--- config.mk ---
export PLATFORM = sky130hd
export DESIGN_NAME = uart_rx
export DESIGN_NICKNAME = d
export VERILOG_FILES = /design/src/rtl/uart_rx.sv
export SDC_FILE = /design/constraint.sdc
export NUM_CORES = 1
export LEC_CHECK = 0
export BUFFER_PORTS_ARGS = -buffer_cell sky130_fd_sc_hd__buf_4
export CAP_MARGIN = 20
export CORE_MARGIN = 4
export CORE_UTILIZATION = 38
export DETAILED_ROUTE_END_ITERATION = 8
export PLACE_DENSITY = 0.62
export SLEW_MARGIN = 20
export SYNTH_ARGS = -nofsm -noshare
export SYNTH_HDL_FRONTEND = slang
export SYNTH_SLANG_ARGS = --single-unit
--- constraint.sdc ---
create_clock -name clk -period 2.2 [get_ports clk]
set_input_delay 0.11 -clock clk [delete_from_list [all_inputs] [get_ports clk]]
set_output_delay 0.11 -clock clk [all_outputs]
set_load 0.01 [all_outputs]
--- src/rtl/uart_rx.sv ---
// rtl/uart_rx.sv - byte-wide UART receiver, 8N1 (8E1 when UART_RX_PARITY_EN is defined)
// Two-flop synchroniser feeding a counter-timed FSM; all outputs are registered.
module uart_rx (
  input  logic       clk,
  input  logic       resetn,
  input  logic [9:0] cycles_per_databit,
  input  logic       rx_line,
  output logic [7:0] rx_data,
  output logic       rx_done,
  output logic       frame_error,
  output logic       parity_error,
  output logic       rx_busy
);

  typedef enum logic [2:0] {
    IDLE   = 3'd0,
    START  = 3'd1,
    DATA   = 3'd2,
    STOP   = 3'd3,
`ifdef UART_RX_PARITY_EN
    PARITY = 3'd5,
`endif
    BREAK  = 3'd4
  } state_t;

  state_t     state, state_nx;
  logic       sync1, rxs;
  logic [9:0] cnt, cnt_nx;
  logic [9:0] cpd, cpd_nx, cpd_in;
  logic [2:0] bit_idx, bit_idx_nx;
  logic [7:0] shreg, shreg_nx, rx_data_nx;
  logic       done_nx, ferr_nx, busy_nx;

  assign cpd_in = (cycles_per_databit < 10'd4) ? 10'd4 : cycles_per_databit;

`ifdef UART_RX_PARITY_EN
  logic par_flag, par_flag_nx, perr_nx;
`else
  assign parity_error = 1'b0;
`endif

  always_ff @(posedge clk or negedge resetn) begin
    if (!resetn) begin
      sync1       <= 1'b1;
      rxs         <= 1'b1;
      state       <= IDLE;
      cnt         <= '0;
      cpd         <= '0;
      bit_idx     <= '0;
      shreg       <= '0;
      rx_data     <= '0;
      rx_done     <= 1'b0;
      frame_error <= 1'b0;
      rx_busy     <= 1'b0;
`ifdef UART_RX_PARITY_EN
      par_flag     <= 1'b0;
      parity_error <= 1'b0;
`endif
    end else begin
      sync1       <= rx_line;
      rxs         <= sync1;
      state       <= state_nx;
      cnt         <= cnt_nx;
      cpd         <= cpd_nx;
      bit_idx     <= bit_idx_nx;
      shreg       <= shreg_nx;
      rx_data     <= rx_data_nx;
      rx_done     <= done_nx;
      frame_error <= ferr_nx;
      rx_busy     <= busy_nx;
`ifdef UART_RX_PARITY_EN
      par_flag     <= par_flag_nx;
      parity_error <= perr_nx;
`endif
    end
  end

  // A sample is acted on the edge after cnt reaches 0, hence the cpd-1 reloads.
  always_comb begin
    state_nx   = state;
    cnt_nx     = cnt;
    cpd_nx     = cpd;
    bit_idx_nx = bit_idx;
    shreg_nx   = shreg;
    rx_data_nx = rx_data;
    done_nx    = 1'b0;
    ferr_nx    = 1'b0;
`ifdef UART_RX_PARITY_EN
    par_flag_nx = par_flag;
    perr_nx     = 1'b0;
`endif
    case (state)
      IDLE: begin
        if (!rxs) begin
          state_nx = START;
          cpd_nx   = cpd_in;
          cnt_nx   = {1'b0, cpd_in[9:1]};
        end
      end
      START: begin
        if (cnt != 10'd0) begin
          cnt_nx = cnt - 10'd1;
        end else if (!rxs) begin
          state_nx   = DATA;
          bit_idx_nx = 3'd0;
          cnt_nx     = cpd - 10'd1;
        end else begin
          state_nx = IDLE;
        end
      end
      DATA: begin
        if (cnt != 10'd0) begin
          cnt_nx = cnt - 10'd1;
        end else begin
          shreg_nx   = {rxs, shreg[7:1]};
          cnt_nx     = cpd - 10'd1;
          bit_idx_nx = bit_idx + 3'd1;
          if (bit_idx == 3'd7) begin
`ifdef UART_RX_PARITY_EN
            state_nx = PARITY;
`else
            state_nx = STOP;
`endif
          end
        end
      end
`ifdef UART_RX_PARITY_EN
      PARITY: begin
        if (cnt != 10'd0) begin
          cnt_nx = cnt - 10'd1;
        end else begin
          par_flag_nx = rxs ^ (^shreg);
          cnt_nx      = cpd - 10'd1;
          state_nx    = STOP;
        end
      end
`endif
      STOP: begin
        if (cnt != 10'd0) begin
          cnt_nx = cnt - 10'd1;
        end else begin
          rx_data_nx = shreg;
          if (rxs) begin
            done_nx  = 1'b1;
            state_nx = IDLE;
`ifdef UART_RX_PARITY_EN
            perr_nx  = par_flag;
`endif
          end else begin
            ferr_nx  = 1'b1;
            state_nx = BREAK;
          end
        end
      end
      BREAK: begin
        if (rxs) state_nx = IDLE;
      end
      default: state_nx = IDLE;
    endcase
    busy_nx = (state_nx != IDLE);
  end

endmodule

==> impl_results.md, run 1 <==
* Post-synth EDFFs at 0
* R2R Path End: cnt[6]$_DFFE_PN0P_
* Sequential-to-total area share from yosys stat at 46.4%
* Placed Cells incl. Taps at 348
* Synth Area in Compound Gates at 14.1%
* Finished Cell Area at 0.00299 sq mm
* Tcrit/Tclk final at 90.8%
* Slew Viols, Final at 0
* Largest net degree at the start of global routing at 48
* Final Power at 3.04 mW
* WL per Instance at 15.5 um
* Die Height at 89.8 um
* Layout area overhead at 17.6%
* Static leakage at 1.36 nW
* Critical path type: register to register
* Clock Root Buffer: clkbuf_8
* GPL Wtd Cong at approximately 0.85
* Fillers at 608
* First DRT Iteration DRCs at 129
* Peak supply drop at 0.000534 V
* RSZ-0062 raised after global routing: no
* Via count of the first global-routing pass at slightly below 2000
* Synth async-reset ratio at 100%
* Clk slew on worst S/H paths at 0.09 ns
* Combinational family with the most area after synthesis: simple AND/OR/NAND/NOR gates
* Remaining routing DRC violations at 0
* Hold WC Path Type: primary input to register
* Met1 Use GR at 19.5%
* CP Max Fanout at 7
* Setup-failing EPs final at 0
* Clk_lat worst skew at 0.31 ns
* Via count at 1960
* CP Capture Type: register
* Simple-Gate Fraction of Synth Area at 17.4%
* Diode count at 0
* Die X at between 80 and 90 um
* Post-Syn Area at 0.00254 sq mm
* Xor/xnor share of the synthesized area at 4.48%
* Gr busiest metal: met2
* Fmax achieved at 501 MHz
* Hold depth at 3
* Antenna-violating nets left at 0
* Adder-cell area share of the yosys netlist at between 2 and 2.5%
* Footprint of the multi-input gates at 0.00128 sq mm
* TritonRoute pass-1 iters at 4
* Worst Hold End: cpd[0]$_DFFE_PN0P_
* Global-route wire length before repair at 9530 um
* Initial core utilization at 39.6%
* Number of nets in the layout at 298
* Htree depth at 2
* Global route overflow at 0
* R2R Path Start: cnt[0]$_DFFE_PN0P_
* Synth unique cells at 53
* Crit start category: register
* WP data required at 2.40 ns
* Clk_skew at roughly 0.012 ns
* Synth area leader: dfrtp_1
* Net Count, Synth at 267
* CTS tree: built
* Total GRT Usage at 14.4%
* Row cnt at 29
* Postcts setup bufs at 0
* Fraction of layout cells with a size suffix above 1 at 27.0%
* Yosys Warn Count at 0
* Buffers on Ports at 23
* Post-synth top area share at 44.3%
* Met2 capacity usage during global routing at 23.0%
* Fin. Hold Viols at 0
* Via/cell ratio at 5.47
* Max cap viols at 0
* Critical path arrival at between 2 and 2.5 ns
* Max_slew headroom at 59.7%
* Status: finished, final reports clean
* Worst R2R Path Depth at 7
* Synth Flop Type: dfrtp_1
* Slew @ Worst Pin at 0.604 ns
* Cell count after synthesis at 249
* FF-to-FF setup slack at 0.20 ns
* Core box area at 0.00642 sq mm
* Antenna violations before repair at 0
* GRT met3 Usage at 2.84%
* # clock sinks at 47
* Ports at 25
* Core Util, Final at between 40% and 50%
* Final Routed Wirelength at 5550 um
* Hold path start: cycles_per_databit[0]
* Clock Path Buffers at 2
* Post-Syn Area per Cell at 10.2 sq um
* FF+latch count, synth at 47
* Pwr per Cell Area at 1020 mW/mm^2
* Setup TNS after final layout at 0 ns
* DP HPWL at 3990 um
* Area of the die at 0.00806 sq mm
* Final min period at 2.00 ns
* Proportion of synthesized area in mux cells at 11.4%
* Sequential Area at 0.00118 sq mm
* Area contributors post-synth: dfrtp_1, mux2_2, mux2_4
* Cell Area, Placed at around 0.0028 sq mm
* Final std cells w/o fill at ~360
* CTS Buf Count at 5
[power by group]
group | switching (mW) | internal [mW]
Combinational | 0.498 | 0.509
Sequential | 0.277 | 1.07
Clock | 0.313 | 0.374
[critical path: stages, from the launching register on]
cell     delay (ns)
dfrtp_1        0.43
inv_1          0.10
ha_1           0.15
nor2b_1        0.21
nand3_2        0.16
o21ai_0        0.42
o21ai_0        0.17
a22o_1         0.25
[timing repair]
| action | CTS | global route |
|---|---|---|
| endpoints found under the hold margin | 46 | 0 |
| resized for setup | 0 | 2 |
| hold buffers | 2 | 0 |
| endpoints found under the setup margin | 0 | 9 |
[cells in the final DEF, fill, tap and decap left out, drive strengths merged, types with 4 or more instances in the layout]
cell    netlist  final
ha            5      5
nand2        24     24
o211ai        4      4
nor2         23     23
o21ai        14     14
a31oi         6      6
nor3b         4      4
mux2         23     23
xor2          4      4
nand3         6      6
clkbuf        7      6
inv           7      8
buf           6     35
nor3          7      7
xnor2         9      9
dfrtp        45     45
a21oi        12     12
nor4          6      6
[synthesized netlist by cell type, types with 2 or more instances]
library cell  count
dfrtp_1          45
nor4_1            4
xnor2_1           9
o211ai_1          4
ha_1              5
clkbuf_1          7
nand2_1          24
o21bai_1          2
a31oi_1           6
and2_1            2
buf_2             4
mux2_2           15
o22ai_1           3
a21oi_1          12
nor3b_1           4
o21ai_0          14
nand3_1           5
inv_1             7
and3_1            2
xor2_1            4
nor2b_1           2
a22oi_1           3
dfstp_2           2
nor2_1           23
mux2_4            8
nor3_1            6
[state kept, by name, summed over array words and instances, names as in the netlist]
signal,cells
sync1,1
frame_error,1
rx_done,1
state,3
shreg,8
rx_data,8
cnt,10
rxs,1
bit_idx,3
rx_busy,1
cpd,10
[worst max path at each step]
stage                             from                   end
floorplan           cnt[0]$_DFFE_PN0P_  shreg[0]$_DFFE_PN0P_
global placement    cnt[0]$_DFFE_PN0P_  shreg[5]$_DFFE_PN0P_
detailed placement  cnt[0]$_DFFE_PN0P_  shreg[3]$_DFFE_PN0P_
CTS                 cnt[0]$_DFFE_PN0P_  shreg[4]$_DFFE_PN0P_
global route        cnt[0]$_DFFE_PN0P_    cnt[7]$_DFFE_PN0P_
finish              cnt[0]$_DFFE_PN0P_    cnt[6]$_DFFE_PN0P_
[area by class of cell]
type                    instances  area share [%]
multi-input cells             182            42.9
flip-flops and latches         47            39.4
repair buffers                 37            9.46
well taps                      77            3.22
clock buffers                   6            2.76
clock inverters                 2            1.30
inverters                       7           0.879
[cells by family (layout without fill, tap and decap cells)]
logic type / count (synthesis) / count (layout)
AO/OA/AOI/OAI: 56 / 56
buffers and inverters: 20 / 52
adder cells (fa/ha/maj): 5 / 5
flip-flops: 47 / 47
other: 1 / 1
XOR/XNOR: 13 / 13
multiplexers: 23 / 23
AND/OR/NAND/NOR: 84 / 84
[routing by layer]
metal	up-vias	routed length (um)	share of wire, %
li1	951	-	-
met1	957	2650	48
met2	42	2610	47
met3	10	170	3.1
met4	0	114	2.1
met5	-	0	0
[through the flow]
stage | setup slack [ns] | hold WS, ns
after floorplan | 0.332 | -0.186
after global placement | 0.134 | 0.156
after detailed placement | 0.0505 | 0.163
after CTS | 0.0400 | 0.0346
after global routing | 0.0192 | 0.0432
final | 0.203 | 0.0432
Power figures use the tool's default switching activity.
==> inputs of run 2 (changes only) <==
==> constraint.sdc (replaced) <==
create_clock -name clk -period 2.3 [get_ports clk]
set_input_delay 0.115 -clock clk [delete_from_list [all_inputs] [get_ports clk]]
set_output_delay 0.115 -clock clk [all_outputs]
set_load 0.01 [all_outputs]
==> impl_results.md, run 2 (synthesized netlist as in run 1, its figures left out) <==
* Crit start category: register
* CTS Buf Count at 5 (unchanged)
* CTS tree: built
* Remaining routing DRC violations at 0 (unchanged)
* RSZ-0062 raised after global routing: no
* CP Max Fanout at 8 (+1)
* TritonRoute pass-1 iters at 4 (unchanged)
* GPL Wtd Cong at 0.860 (+1.0%)
* FF-to-FF setup slack at 0.27 ns (+0.06 ns)
* Hold depth at 3 (unchanged)
* WL per Instance at 15.3 um (-1.3%)
* R2R Path End: shreg[1]$_DFFE_PN0P_
* Critical path arrival at 2.23 ns (+0.03 ns)
* Pre-CTS setup slack at 0.130 ns (+0.0792 ns)
* Htree depth at 2 (unchanged)
* Antenna violations before repair at 0 (unchanged)
* Slew @ Worst Pin at 0.595 ns (-0.00957 ns)
* Largest net degree at the start of global routing at 48 (unchanged)
* Layout area overhead at 15.3%
* Max cap viols at 0 (unchanged)
* Worst Hold End: cpd[0]$_DFFE_PN0P_
* Core box area at 0.00642 sq mm (unchanged)
* Row cnt at 29 (unchanged)
* Placed Cells incl. Taps at 344 (-1.1%)
* Die X at 89.8 um (unchanged)
* CP Capture Type: register
* Critical path type: register to register
* Initial core utilization at 39.6% (unchanged)
* Tcrit/Tclk final at 88.5% (-2.3 points)
* Max_slew headroom at 60.3% (+0.64 points)
* Final std cells w/o fill at 354 (-1.1%)
* Hold path start: cycles_per_databit[0]
* Slew Viols, Final at 0 (unchanged)
* R2R Path Start: cnt[0]$_DFFE_PN0P_
* Static leakage at 1.33 nW (-2.2%)
* Final Routed Wirelength at 5410 um (-2.5%)
* Top Metal Used: met4
* Ports at 25 (unchanged)
* First DRT Iteration DRCs at 113 (-12%)
* Global route overflow at 0 (unchanged)
* Antenna-violating nets left at 0 (unchanged)
* Routed wl met2 at 2420 um (-7.3%)
* WP data required at 2.50 ns (+0.10 ns)
* Fillers at 596 (-2.0%)
* Via/cell ratio at 5.39 (-1.5%)
* Setup ws final at 0.266 ns (+0.0622 ns)
* Setup-failing EPs final at 0 (unchanged)
* CP max stage delay at 0.50 ns (+0.07 ns)
* Top flop regs: cnt (10), cpd (10)
* Clk_skew at 0.00950 ns (-0.00299 ns)
* Most common cell after layout, fill and taps aside: dfrtp_1
* Met1 Routed Length at 2660 um (+0.41%)
* # clock sinks at 47 (unchanged)
* Buffers on Ports at 23 (unchanged)
* Pwr per Cell Area at 945 mW/mm^2 (-7.1%)
* Peak supply drop at 0.000400 V (-25%)
* Fmax achieved at 492 MHz (-1.9%)
* Worst path cell trace: inv_1 > ha_1 > nor2b_1 > nand3_2 > or3_4 > mux2_4
* Met3 WL at 236 um (+39%)
* Status: finished, final reports clean
* Hold WC Path Type: primary input to register
* Clock Root Buffer: clkbuf_8
* Number of nets in the layout at 294 (-1.3%)
* Fin. Hold Viols at 0 (unchanged)
* Via count at 1909 (-2.6%)
* Diode count at 0 (unchanged)
* Slowest cell on crit path: or3_4
* Area of the die at 0.00806 sq mm (unchanged)
* Fraction of layout cells with a size suffix above 1 at 26.4% (-0.69 points)
* Worst R2R Path Depth at 6 (-1)
* Setup TNS after final layout at 0 ns (unchanged)
* Most frequent cells in the layout: dfrtp_1, buf_4, nand2_1
* Via count of the first global-routing pass at 1849 (-4.8%)
* Clock Path Buffers at 2 (unchanged)
* Final min period at 2.03 ns (+0.0378 ns)
* Total GRT Usage at 13.9% (-0.59 points)
* DP HPWL at 4020 um (+0.89%)
* Clk slew on worst S/H paths at 0.09 ns (about the same)
* Die Height at 89.8 um (unchanged)
* Global-route wire length before repair at 9140 um (-4.1%)
* Clk_lat worst skew at 0.31 ns (about the same)
==> run 2: metal layers <==
layer	vias up	global-route usage, %
li1	945	-
met1	917	19.6
met2	40	21.1
met3	7	3.09
met4	0	4.60
met5	-	0
==> run 2: worst max-delay path by stage <==
stage,startpoint,end,slack [ns],depth (start not counted)
4_1_cts,cnt[0]$_DFFE_PN0P_,shreg[1]$_DFFE_PN0P_,0.11,6
3_3_place_gp,cnt[0]$_DFFE_PN0P_,shreg[5]$_DFFE_PN0P_,0.20,6
3_5_place_dp,cnt[0]$_DFFE_PN0P_,shreg[1]$_DFFE_PN0P_,0.13,6
2_1_floorplan,cnt[0]$_DFFE_PN0P_,shreg[0]$_DFFE_PN0P_,0.43,7
6_report,cnt[0]$_DFFE_PN0P_,shreg[1]$_DFFE_PN0P_,0.27,6
5_1_grt,cnt[0]$_DFFE_PN0P_,cnt[6]$_DFFE_PN0P_,0.1,7
==> run 2: critical path: cells and delay by family, from the launching register on <==
family / cells / cell delay (ns)
simple gates: 3 / 0.92
buf+inv: 1 / 0.10
mux: 1 / 0.32
fa+ha+maj: 1 / 0.15
flops: 1 / 0.44
==> run 2: through the flow <==
stage	area (sq um)	hold WS (ns)	total power, mW	utilization [%]
detailed placement	2810	0.168	2.25	43.7
global placement	2810	0.164	2.23	43.7
finish	2930	0.0441	2.77	45.6
floorplan	2540	-0.181	1.98	-
global route	2930	0.0340	2.98	45.6
CTS	2920	0.0368	2.78	45.4
==> run 2: cell type report <==
class                   instances  area (sq um)  share of cell area (%)
clock inverters                 3          22.5                   0.769
well taps                      77          96.3                    3.29
flip-flops and latches         47          1180                    40.2
multi-input cells             182          1280                    43.8
clock buffers                   5          68.8                    2.35
repair buffers                 33           253                    8.63
inverters                       7          26.3                   0.897
==> run 2: report_power, final <==
part           leakage, nW  switching (mW)  internal, mW  total (mW)
Clock               0.0485           0.299         0.218       0.517
Sequential           0.598           0.257          1.02        1.28
Combinational        0.681           0.496         0.477       0.973
Total                 1.33            1.05          1.72        2.77
==> run 2: what timing repair did <==
action,in CTS,in global routing
endpoints found under the hold margin,46,0
resized for setup,0,3
setup endpoints to repair,0,10
hold buffers,2,0
buffers inserted,0,0
==> inputs of run 3 (changes only) <==
--- a/config.mk
+++ b/config.mk
@@ -7,10 +7,12 @@
 export LEC_CHECK = 0
 export BUFFER_PORTS_ARGS = -buffer_cell sky130_fd_sc_hd__buf_4
 export CAP_MARGIN = 20
+export CELL_PAD_IN_SITES_DETAIL_PLACEMENT = 1
+export CELL_PAD_IN_SITES_GLOBAL_PLACEMENT = 2
 export CORE_MARGIN = 4
 export CORE_UTILIZATION = 38
 export DETAILED_ROUTE_END_ITERATION = 8
-export PLACE_DENSITY = 0.62
+export PLACE_DENSITY = 0.86
 export SLEW_MARGIN = 20
 export SYNTH_ARGS = -nofsm -noshare
 export SYNTH_HDL_FRONTEND = slang
==> impl_results.md, run 3 (synthesized netlist as in run 1, its figures left out) <==
* Max_slew headroom at 59.7% (-0.68 points)
* WP depth at 8 (+2)
* Tcrit/Tclk final at 89.9% (+1.5 points)
* Htree depth at 2 (unchanged)
* Crit start category: register
* First DRT Iteration DRCs at 102 (-9.7%)
* Layout area overhead at 14.7%
* Global-route wire length before repair at 10500 um (+15%)
* Slowest cell on crit path: dfrtp_1
* Critical path arrival at 2.27 ns (+0.04 ns)
* Global route overflow at 0 (unchanged)
* Hold WC Path Type: primary input to register
* Clk slew on worst S/H paths at 0.09 ns (about the same)
* Slew Viols, Final at 0 (unchanged)
* CP Capture Type: register
* Status: finished, final reports clean
* # clock sinks at 47 (unchanged)
* DP HPWL at 4410 um (+9.7%)
* Core box area at 0.00642 sq mm (unchanged)
* Met3 WL at 190 um (-19%)
* RSZ-0062 raised after global routing: no
* Total GRT Usage at 15.8% (+2.0 points)
* Antenna violations before repair at 0 (unchanged)
* Buffers on Ports at 23 (unchanged)
* Final min period at 2.07 ns (+0.0340 ns)
* Die X at 89.8 um (unchanged)
* Ports at 25 (unchanged)
* CP max stage delay at 0.43 ns (-0.07 ns)
* Area of the die at 0.00806 sq mm (unchanged)
* Via count of the first global-routing pass at 2036 (+10%)
* Hold path start: cycles_per_databit[0]
* Top Metal Used: met4
* R2R Path End: cnt[6]$_DFFE_PN0P_
* Pwr per Cell Area at 948 mW/mm^2 (+0.28%)
* Worst path cell trace: inv_1 > ha_1 > nor2b_1 > nand3_2 > buf_4 > o21ai_0 > o21ai_0 > a22o_1
* WP data required at 2.50 ns (about the same)
* Via count at 1956 (+2.5%)
* Pre-CTS setup slack at 0.231 ns (+0.102 ns)
* Most frequent cells in the layout: dfrtp_1, buf_4, nand2_1
* Setup ws final at 0.232 ns (-0.0340 ns)
* Fin. Hold Viols at 0 (unchanged)
* Fmax achieved at 483 MHz (-1.6%)
* CP top delay family: compound AO/OA/AOI/OAI gates
* Clock Path Buffers at 2 (unchanged)
* Via/cell ratio at 5.53 (+2.5%)
* Die Height at 89.8 um (unchanged)
* CP Max Fanout at 15 (+7)
* Row cnt at 29 (unchanged)
* Initial core utilization at 39.6% (unchanged)
* Final Routed Wirelength at 5940 um (+9.8%)
* Worst Hold End: cpd[0]$_DFFE_PN0P_
* Top flop regs: cnt (10), cpd (10)
* CP bufs+invs at 2 (+1)
* # hold bufs at CTS at 2 (unchanged)
* Slew @ Worst Pin at 0.605 ns (+0.0102 ns)
* TritonRoute pass-1 iters at 4 (unchanged)
* Met1 Routed Length at 2970 um (+12%)
* Remaining routing DRC violations at 0 (unchanged)
* R2R Path Start: cnt[0]$_DFFE_PN0P_
* Setup TNS after final layout at 0 ns (unchanged)
* GPL Wtd Cong at 0.836 (-2.7%)
* CTS Buf Count at 5 (unchanged)
* Postcts setup bufs at 0 (unchanged)
* Critical path type: register to register
* WL per Instance at 16.8 um (+9.8%)
* Fraction of layout cells with a size suffix above 1 at 24.9% (-1.4 points)
* Final Power at 2.76 mW (-0.23%)
* Static leakage at 1.32 nW (-0.76%)
* Largest net degree at the start of global routing at 48 (unchanged)
* Clk_lat worst skew at 0.31 ns (about the same)
* CTS resizes at 0 (unchanged)
* Number of nets in the layout at 294 (unchanged)
* Max cap viols at 0 (unchanged)
* Clk_skew at 0.00669 ns (-0.00281 ns)
* Critical Path Most Common Cell: o21ai_0
* Hold depth at 3 (unchanged)
* Most common cell after layout, fill and taps aside: dfrtp_1
* Worst R2R Path Depth at 8 (+2)
* Diode count at 0 (unchanged)
* Clock Root Buffer: clkbuf_8
* FF-to-FF setup slack at 0.23 ns (-0.03 ns)
* Peak supply drop at 0.000445 V (+11%)
* Setup-failing EPs final at 0 (unchanged)
* Antenna-violating nets left at 0 (unchanged)
* CTS tree: built
* Routed wl met2 at 2720 um (+12%)
==> run 3: area by class of cell <==
class	instances	area (sq um)
multi-input cells	182	1270
flip-flops and latches	47	1180
fillers	722	3510
clock buffers	6	72.6
inverters	7	26.3
repair buffers	33	253
clock inverters	2	16.3
well taps	77	96.3
==> run 3: per-stage QoR <==
stage	hold slack, ns	cells	utilization (%)	cell area, sq um
after global routing	0.0366	354	45.4	2910
final	0.0488	354	45.4	2910
after CTS	0.0371	354	45.4	2910
after floorplan	-0.181	249	-	2540
after global placement	0.162	344	43.7	2810
after detailed placement	0.173	344	43.7	2810
==> run 3: power by group <==
part           leakage [nW]  switching [mW]  internal, mW
Sequential            0.598           0.262          1.02
Combinational         0.678           0.486         0.469
Clock                0.0418           0.305         0.219
Total                  1.32            1.05          1.71
==> run 3: tightest hold or removal path, stage by stage <==
cell     delay, ns
buf_4         0.11
nand2_1       0.04
o22ai_1       0.05
==> run 3: worst max path at each step <==
stage	endpoint	slack [ns]	start
floorplan	shreg[0]$_DFFE_PN0P_	0.43	cnt[0]$_DFFE_PN0P_
global placement	cnt[8]$_DFFE_PN0P_	0.28	cnt[0]$_DFFE_PN0P_
finish	cnt[6]$_DFFE_PN0P_	0.23	cnt[0]$_DFFE_PN0P_
detailed placement	cnt[8]$_DFFE_PN0P_	0.23	cnt[0]$_DFFE_PN0P_
global route	cnt[6]$_DFFE_PN0P_	0.003	cnt[0]$_DFFE_PN0P_
CTS	cnt[8]$_DFFE_PN0P_	0.21	cnt[1]$_DFFE_PN0P_
==> run 3: metal layers <==
metal / track usage, % / vias up
met2: 24.2 / 30
li1: - / 945
met4: 4.34 / 0
met1: 23.0 / 976
met3: 2.92 / 5
met5: 0 / -
